===== src/rtl/baseline_estimator.sv =====
// Sequences the baseline ROM and tracks a sliding-window mean of the ADC samples.
// Each captured sample is emitted with its running baseline and baseline-subtracted value.
module baseline_estimator #(
    parameter int ADDR_W   = 9,
    parameter int DATA_W   = 14,
    parameter int LOG2_WIN = 4
) (
    input  logic              clk,
    input  logic              rst,
    input  logic              start,
    input  logic              loop,
    output logic [ADDR_W-1:0] rdaddr,
    input  logic [DATA_W-1:0] adc_val,
    output logic [DATA_W-1:0] sample_out,
    output logic              sample_valid,
    output logic [DATA_W-1:0] baseline,
    output logic              baseline_valid,
    output logic [DATA_W:0]   corrected,
    output logic              busy,
    output logic              done
);

    localparam int WIN   = 1 << LOG2_WIN;
    localparam int ACC_W = DATA_W + LOG2_WIN;

    typedef enum logic [1:0] {IDLE, FILL, RUN, DONE} state_t;

    state_t              state_reg, state_next;
    logic [ADDR_W-1:0]   addr_reg, addr_next;
    logic [LOG2_WIN-1:0] ptr_reg, ptr_next;
    logic [ACC_W-1:0]    acc_reg, acc_next;
    logic                bval_reg, bval_next;
    logic [DATA_W-1:0]   sample_reg;
    logic                svalid_reg;
    logic [DATA_W-1:0]   base_reg, base_next;
    logic [DATA_W:0]     corr_reg, corr_next;
    logic                capture;

    logic [DATA_W-1:0]   win_mem [WIN];
    logic [DATA_W-1:0]   oldest_reg;

    always_comb begin
        state_next = state_reg;
        addr_next  = addr_reg;
        ptr_next   = ptr_reg;
        acc_next   = acc_reg;
        bval_next  = bval_reg;
        capture    = 1'b0;
        case (state_reg)
            IDLE: begin
                bval_next = 1'b0;
                if (start) begin
                    state_next = FILL;
                    addr_next  = '0;
                    ptr_next   = '0;
                    acc_next   = '0;
                end
            end
            FILL: begin
                capture   = 1'b1;
                acc_next  = acc_reg + ACC_W'(adc_val);
                ptr_next  = ptr_reg + 1'b1;
                addr_next = addr_reg + 1'b1;
                if (ptr_reg == LOG2_WIN'(WIN - 1)) begin
                    state_next = RUN;
                    bval_next  = 1'b1;
                end
            end
            RUN: begin
                capture   = 1'b1;
                // oldest_reg holds the entry about to be overwritten at ptr_reg
                acc_next  = acc_reg + ACC_W'(adc_val) - ACC_W'(oldest_reg);
                ptr_next  = ptr_reg + 1'b1;
                addr_next = addr_reg + 1'b1;
            end
            DONE: begin
                state_next = IDLE;
                bval_next  = 1'b0;
            end
            default: state_next = IDLE;
        endcase
        // Address counter wraps naturally; without loop the pass ends here.
        if (capture && (addr_reg == {ADDR_W{1'b1}}) && !loop)
            state_next = DONE;
        base_next = acc_next[ACC_W-1:LOG2_WIN];
        corr_next = {1'b0, adc_val} - {1'b0, base_next};
    end

    always_ff @(posedge clk) begin
        if (rst) begin
            state_reg  <= IDLE;
            addr_reg   <= '0;
            ptr_reg    <= '0;
            acc_reg    <= '0;
            bval_reg   <= 1'b0;
            sample_reg <= '0;
            svalid_reg <= 1'b0;
            base_reg   <= '0;
            corr_reg   <= '0;
        end else begin
            state_reg  <= state_next;
            addr_reg   <= addr_next;
            ptr_reg    <= ptr_next;
            acc_reg    <= acc_next;
            bval_reg   <= bval_next;
            svalid_reg <= capture;
            if (capture) begin
                sample_reg <= adc_val;
                base_reg   <= base_next;
                corr_reg   <= corr_next;
            end
        end
    end

    // Window buffer: the read is registered one cycle ahead, prefetching the
    // slot the next capture will overwrite (never the slot written this cycle).
    always_ff @(posedge clk) begin
        if (capture)
            win_mem[ptr_reg] <= adc_val;
        oldest_reg <= win_mem[ptr_next];
    end

    assign rdaddr         = addr_reg;
    assign sample_out     = sample_reg;
    assign sample_valid   = svalid_reg;
    assign baseline       = base_reg;
    assign baseline_valid = bval_reg;
    assign corrected      = corr_reg;
    assign busy           = (state_reg == FILL) || (state_reg == RUN);
    assign done           = (state_reg == DONE);

endmodule


===== config.mk =====
export PLATFORM = sky130hd
export DESIGN_NAME = baseline_estimator
export DESIGN_NICKNAME = d
export VERILOG_FILES = /design/src/rtl/baseline_estimator.sv
export SDC_FILE = /design/constraint.sdc
export NUM_CORES = 1
export LEC_CHECK = 0
export ABC_AREA = 1
export CORE_UTILIZATION = 50
export CTS_BUF_LIST = sky130_fd_sc_hd__clkbuf_8
export DETAILED_ROUTE_END_ITERATION = 10
export GPL_ROUTABILITY_DRIVEN = 0
export MAX_ROUTING_LAYER = met4
export PLACE_DENSITY_LB_ADDON = 0.08
export SYNTH_ARGS = -nofsm -noshare
export SYNTH_HDL_FRONTEND = slang
export SYNTH_SLANG_ARGS = --single-unit

===== constraint.sdc =====
create_clock -name clk -period 13.3 [get_ports clk]
set_input_delay 3.325 -clock clk [delete_from_list [all_inputs] [get_ports clk]]
set_output_delay 3.325 -clock clk [all_outputs]
set_load 0.005 [all_outputs]

# After elaboration in Yosys (flattened, before gate mapping)
# Memories as Yosys holds them, arrays and structs flattened. A register that Yosys moved wholly into a read port is not among the register bits.
# Index checks and enable logic that the tools add are counted.
# op_classes
add_sub_neg,5
mul,0
n_div,0
order_cmp,0
eq_ne,9
shift,0
mux,15
bitwise,0
reduce_logical,15
# op_table
operator,count
$pmux 18 s3,1
$add 18x14->18,1
$mux 18,1
$pmux 9 s2,1
$sub 18x14->18,1
$sub 14x14->15,1
$add 9x1->9 const B,1
$eq 9x9->1 const B,1
$mux 9,1
$pmux 4 s2,1
$mux 2,3
$ne 3x3->1 const B,2
$pmux 2 s3,1
$reduce_and 2->1,3
$add 4x1->4 const B,1
$eq 2x2->1 const B,2
$eq 4x4->1 const B,1
$mux 1,4
$mux 4,1
$ne 2x2->1 const B,2
$reduce_bool 2->1,2
$reduce_bool 4->1,1
$reduce_or 2->1,2
$reduce_and 3->1,1
other kinds (7),8
# totals
register_bits,78
latch_bits,0
ramBits,224
mem_bits_ro,0
out_inout_bits,56
n_memories,1
# mem_list
memory,words,width,rd,rd_clocked_by_memory_dff,write_ports,line_no,rtl
win_mem,16,14,1,1,1,39,logic [DATA_W-1:0] win_mem [WIN];

# Longest topological paths before layout
# logic_depth
ltp_word,7
depth_mapped,35

# Worst setup path before layout
# No wires, ideal clock.
# synth_timing
kind,input to register
start,in adc_val[0]
end,"reg corr_reg[14], in the netlist corrected[14]"
setup_ps,131
arrival_time_ps,7101
slack_ps,6069
stages,28
n_path_buf,0
path_cell_list,ha_1 -> inv_1 -> fa_1 -> xnor2_1 -> ha_1 -> a21o_1 -> a31oi_1 -> o21ai_2 -> or2_2 -> nand3_1 -> nand4_1 -> o21ai_0 -> inv_1 -> fa_1 -> nor2_1 -> a211oi_1 -> o21ai_1 -> nand3_1 -> nand2_1 -> nand3_1 -> nand2_1 -> inv_1 -> o21ai_1 -> nand3_1 -> nand2_1 -> nand2_1 -> nand2_1 -> a21oi_2
# synth_between
elab_chain_cells,4
# synth_rtl
element,line_no,rtl
"start, declared",13,"input logic [DATA_W-1:0] adc_val,"
$add 18x14->18 (*),"61, 72",
$sub 18x14->18,72,acc_next = acc_reg + ACC_W'(adc_val) - ACC_W'(oldest_reg);
$pmux 18 s3 (*),49,case (state_reg)
net acc_next[5],31,"logic [ACC_W-1:0] acc_reg, acc_next;"
$sub 14x14->15 (*),86,"corr_next = {1'b0, adc_val} - {1'b0, base_next};"
"end signal, assigned",110,corr_reg <= corr_next;
"end, declared",36,"logic [DATA_W:0] corr_reg, corr_next;"
# Mark *: on every way through the listed nets, which the timed path passes. The rest lies on a longest branch.
# A chain may end at the register's enable or synchronous reset.

# Worst setup path after layout
# layout_timing
start,in adc_val[4]
end,"reg corr_reg[13], in the netlist corrected[13]"
# layout_between
elab_chain_cells,4
# layout_rtl
element,line_no
$add 18x14->18,"61, 72"
$sub 18x14->18,72
$pmux 18 s3,49
$sub 14x14->15 (*),86
# Every way passes the cells marked *; elsewhere a longest branch is shown, timed or not.

==> impl_metrics.toml <==
[worst_setup_path]
critPathArrivalTime_ns = 8.84
reg2reg_slack_ns = 8.43
crit_fanout = 19
ff2ff_path_depth = 32
cp_slowest_stage_delay_ns = 0.93
path_class = "input pin to flop"
crit_top_cell = "nand2_1"
end_kind = "flop"
rr_startpoint = "acc_reg[0]"
cp_top_family = "compound AO/OA/AOI/OAI gates"
crit_slowest_cell = "clkdlybuf4s50_1"
start_kind = "input pin"
r2r_end = "corrected[13]"
critPathBufInv = 3
required_ns = 13.79

[sta]
fin_ws_ns = 4.95
grt_setup_unrepaired = "false"
setup_tns_ns = 0
relSlewSlack = 0.239
slew_viol_final = 0
worst_slew_pin_slew_ns = 1.13
min_period_ns = 8.35
fin_skew_ns = 0.0367
fin_crit_sh = 0.628
setup_viol = 0
finalHoldViolations = 0
holdWs_ns = 0.475
fmax_mhz = 120

[clocking]
ctsResizeCount = 0
cts_hold_buf = 0
clock-sinks = 316
htreeDepth = 2
cts-root-buf = "clkbuf_8"
clockBufferDepth = 3
path_clk_slew_ns = 0.06
clk_latency_ns = 0.60
cts_tree = "built"
postCtsSetupBuffers = 0
cts-buffers-inserted = 52

[die]
dieArea_sq_mm = 0.0293
rows = 61
ioPinCount = 74
die_h_microns = 171
die_w_microns = 171
start_util = 0.512
core-area_sq_mm = 0.0279

[global_routing]
grt_usage = 0.273
grt_max_degree = 93
grt_pass1_wl_microns = 58100
grt_overflow = 0
grt_pass1_vias = 10200
antenna_found_initial = 0

[status]
status = "finished clean"

[cells_and_area]
nFillCells = 2452
largest_reg_flops = 224
final_cell_area_sq_mm = 0.0165
syn_to_final_growth_pct = 15.5
fin_util = 0.591
layout-drive-gt1-share = 0.0968
diodes = 0
layout.nets = 1578
instances_no_fill = 1928

[hold_path]
holdCritStartpoint = "acc_reg[3]"
hp-class = "flop to flop"
hold_path_depth = 2
hold_end = "acc_reg[3]"

[yosys]
synth_seq_cells = 316
synthesis.nets = 1482
ys.flop_type = "edfxtp_1"
syn_area_per_cell_sq_um = 10.1
synth_cell_types = 52
yosysMostFrequentCell = "nor2_1"
synth_area_leaders = "edfxtp_1 47%, dfxtp_1 13%, o21ai_0 6.2%, nor2_1 6.0%, nand2_1 4.6%"
syn_area_sq_mm = 0.0143
yosysWarnings = 0
syn_inst = 1410
synth.yosys.seq_area_share = 0.599
yosysTopAreaCell = "edfxtp_1"
synth_commonest_cells = "229 x nor2_1, 224 x edfxtp_1, 176 x o21ai_0, 174 x nand2_1, 103 x inv_1"
async_flop_share = 0
synth_edf_count = 224
synth_top_area_share = 0.471

[routing]
routed_via_density = 5.58
drtAntennaViolNets = 0
first_pass_iters = 5
drtIter0Drc = 956
vias = 10800
drc_errors = 0
wire_per_inst_microns = 19.7
wl_microns = 38000

[placed_design]
dp_hpwl_microns = 23800
port-buffer-count = 73
place_area_sq_mm = 0.0155
placed_cells = 1830
dp_worst_setup_slack_ns = 4.41

[power]
vdd_drop_max_uv = 92.5
powerDensity_mw_per_mm2 = 142
p_total_mw = 2.35
power.leakage_nw = 6.31

[job]
max_cap_viol_count = 0
## cell type report
cell class / count / area [sq um] / share of cell area
timing repair buffer: 108 / 993 / 0.0602
multi-input combinational: 918 / 5040 / 0.305
tap: 378 / 473 / 0.0286
inverter: 110 / 414 / 0.0251
clock buffer: 58 / 798 / 0.0483
clock inverter: 40 / 223 / 0.0135
sequential: 316 / 8570 / 0.519
## routing by layer
metal	GRT usage	routed length [microns]	share of wire
met4	0.0784	800	0.021
met5	-	0	0
met1	0.381	17300	0.46
met3	0.0409	2530	0.067
met2	0.414	17300	0.46
## cell families (layout without fill, tap and decap cells)
logic type | count (synthesis) | in the layout | synth area share
and+or+nand+nor | 499 | 499 | 0.145
AOI/OAI and AO/OA | 337 | 337 | 0.141
DFF | 316 | 316 | 0.599
buffers and inverters | 176 | 316 | 0.0484
adders and majority gates | 54 | 54 | 0.0488
xor gates and xnor gates | 28 | 28 | 0.0172
## layout by cell type (no fill, tap or decap), drive strengths merged, types with 2 or more instances in the layout
cell type / count
nand3b: 2
o22ai: 8
nor3: 7
edfxtp: 224
a21oi: 61
clkbuf: 58
nor2: 230
ha: 51
dfxtp: 92
o21bai: 2
nand3: 52
fa: 3
a32o: 2
nand4: 11
a22oi: 3
inv: 123
clkdlybuf4s50: 73
and2: 2
nand2: 189
a21o: 2
o211ai: 4
clkinv: 25
o221ai: 56
buf: 35
xnor2: 13
o21ai: 187
or2: 4
a31oi: 6
xor2: 15
## worst reg2reg max path, delay by kind of cell, from the launching register on
kind / cells / cell delay [ns]
compound gates: 10 / 1.65
fa+ha+maj: 4 / 1.32
simple gates: 12 / 0.98
flops: 1 / 0.34
buf+inv: 5 / 0.26
xor+xnor: 1 / 0.21
## worst max-delay path by stage
stage	slack, ns	start	endpoint	cells after the start
3_3_place_gp	4.50	adc_val[0]	corrected[13]	35
6_report	4.95	adc_val[4]	corrected[13]	29
4_1_cts	5.01	adc_val[0]	corrected[12]	36
5_1_grt	4.46	adc_val[0]	corrected[12]	32
2_1_floorplan	6.07	adc_val[0]	corrected[14]	28
3_5_place_dp	4.41	adc_val[0]	corrected[13]	35
## report_power, final
| group | internal, mW | switching, mW |
|---|---|---|
| Combinational | 0.150 | 0.275 |
| Sequential | 1.09 | 0.0161 |
| Clock | 0.425 | 0.395 |
Power figures use the tool's default switching activity.
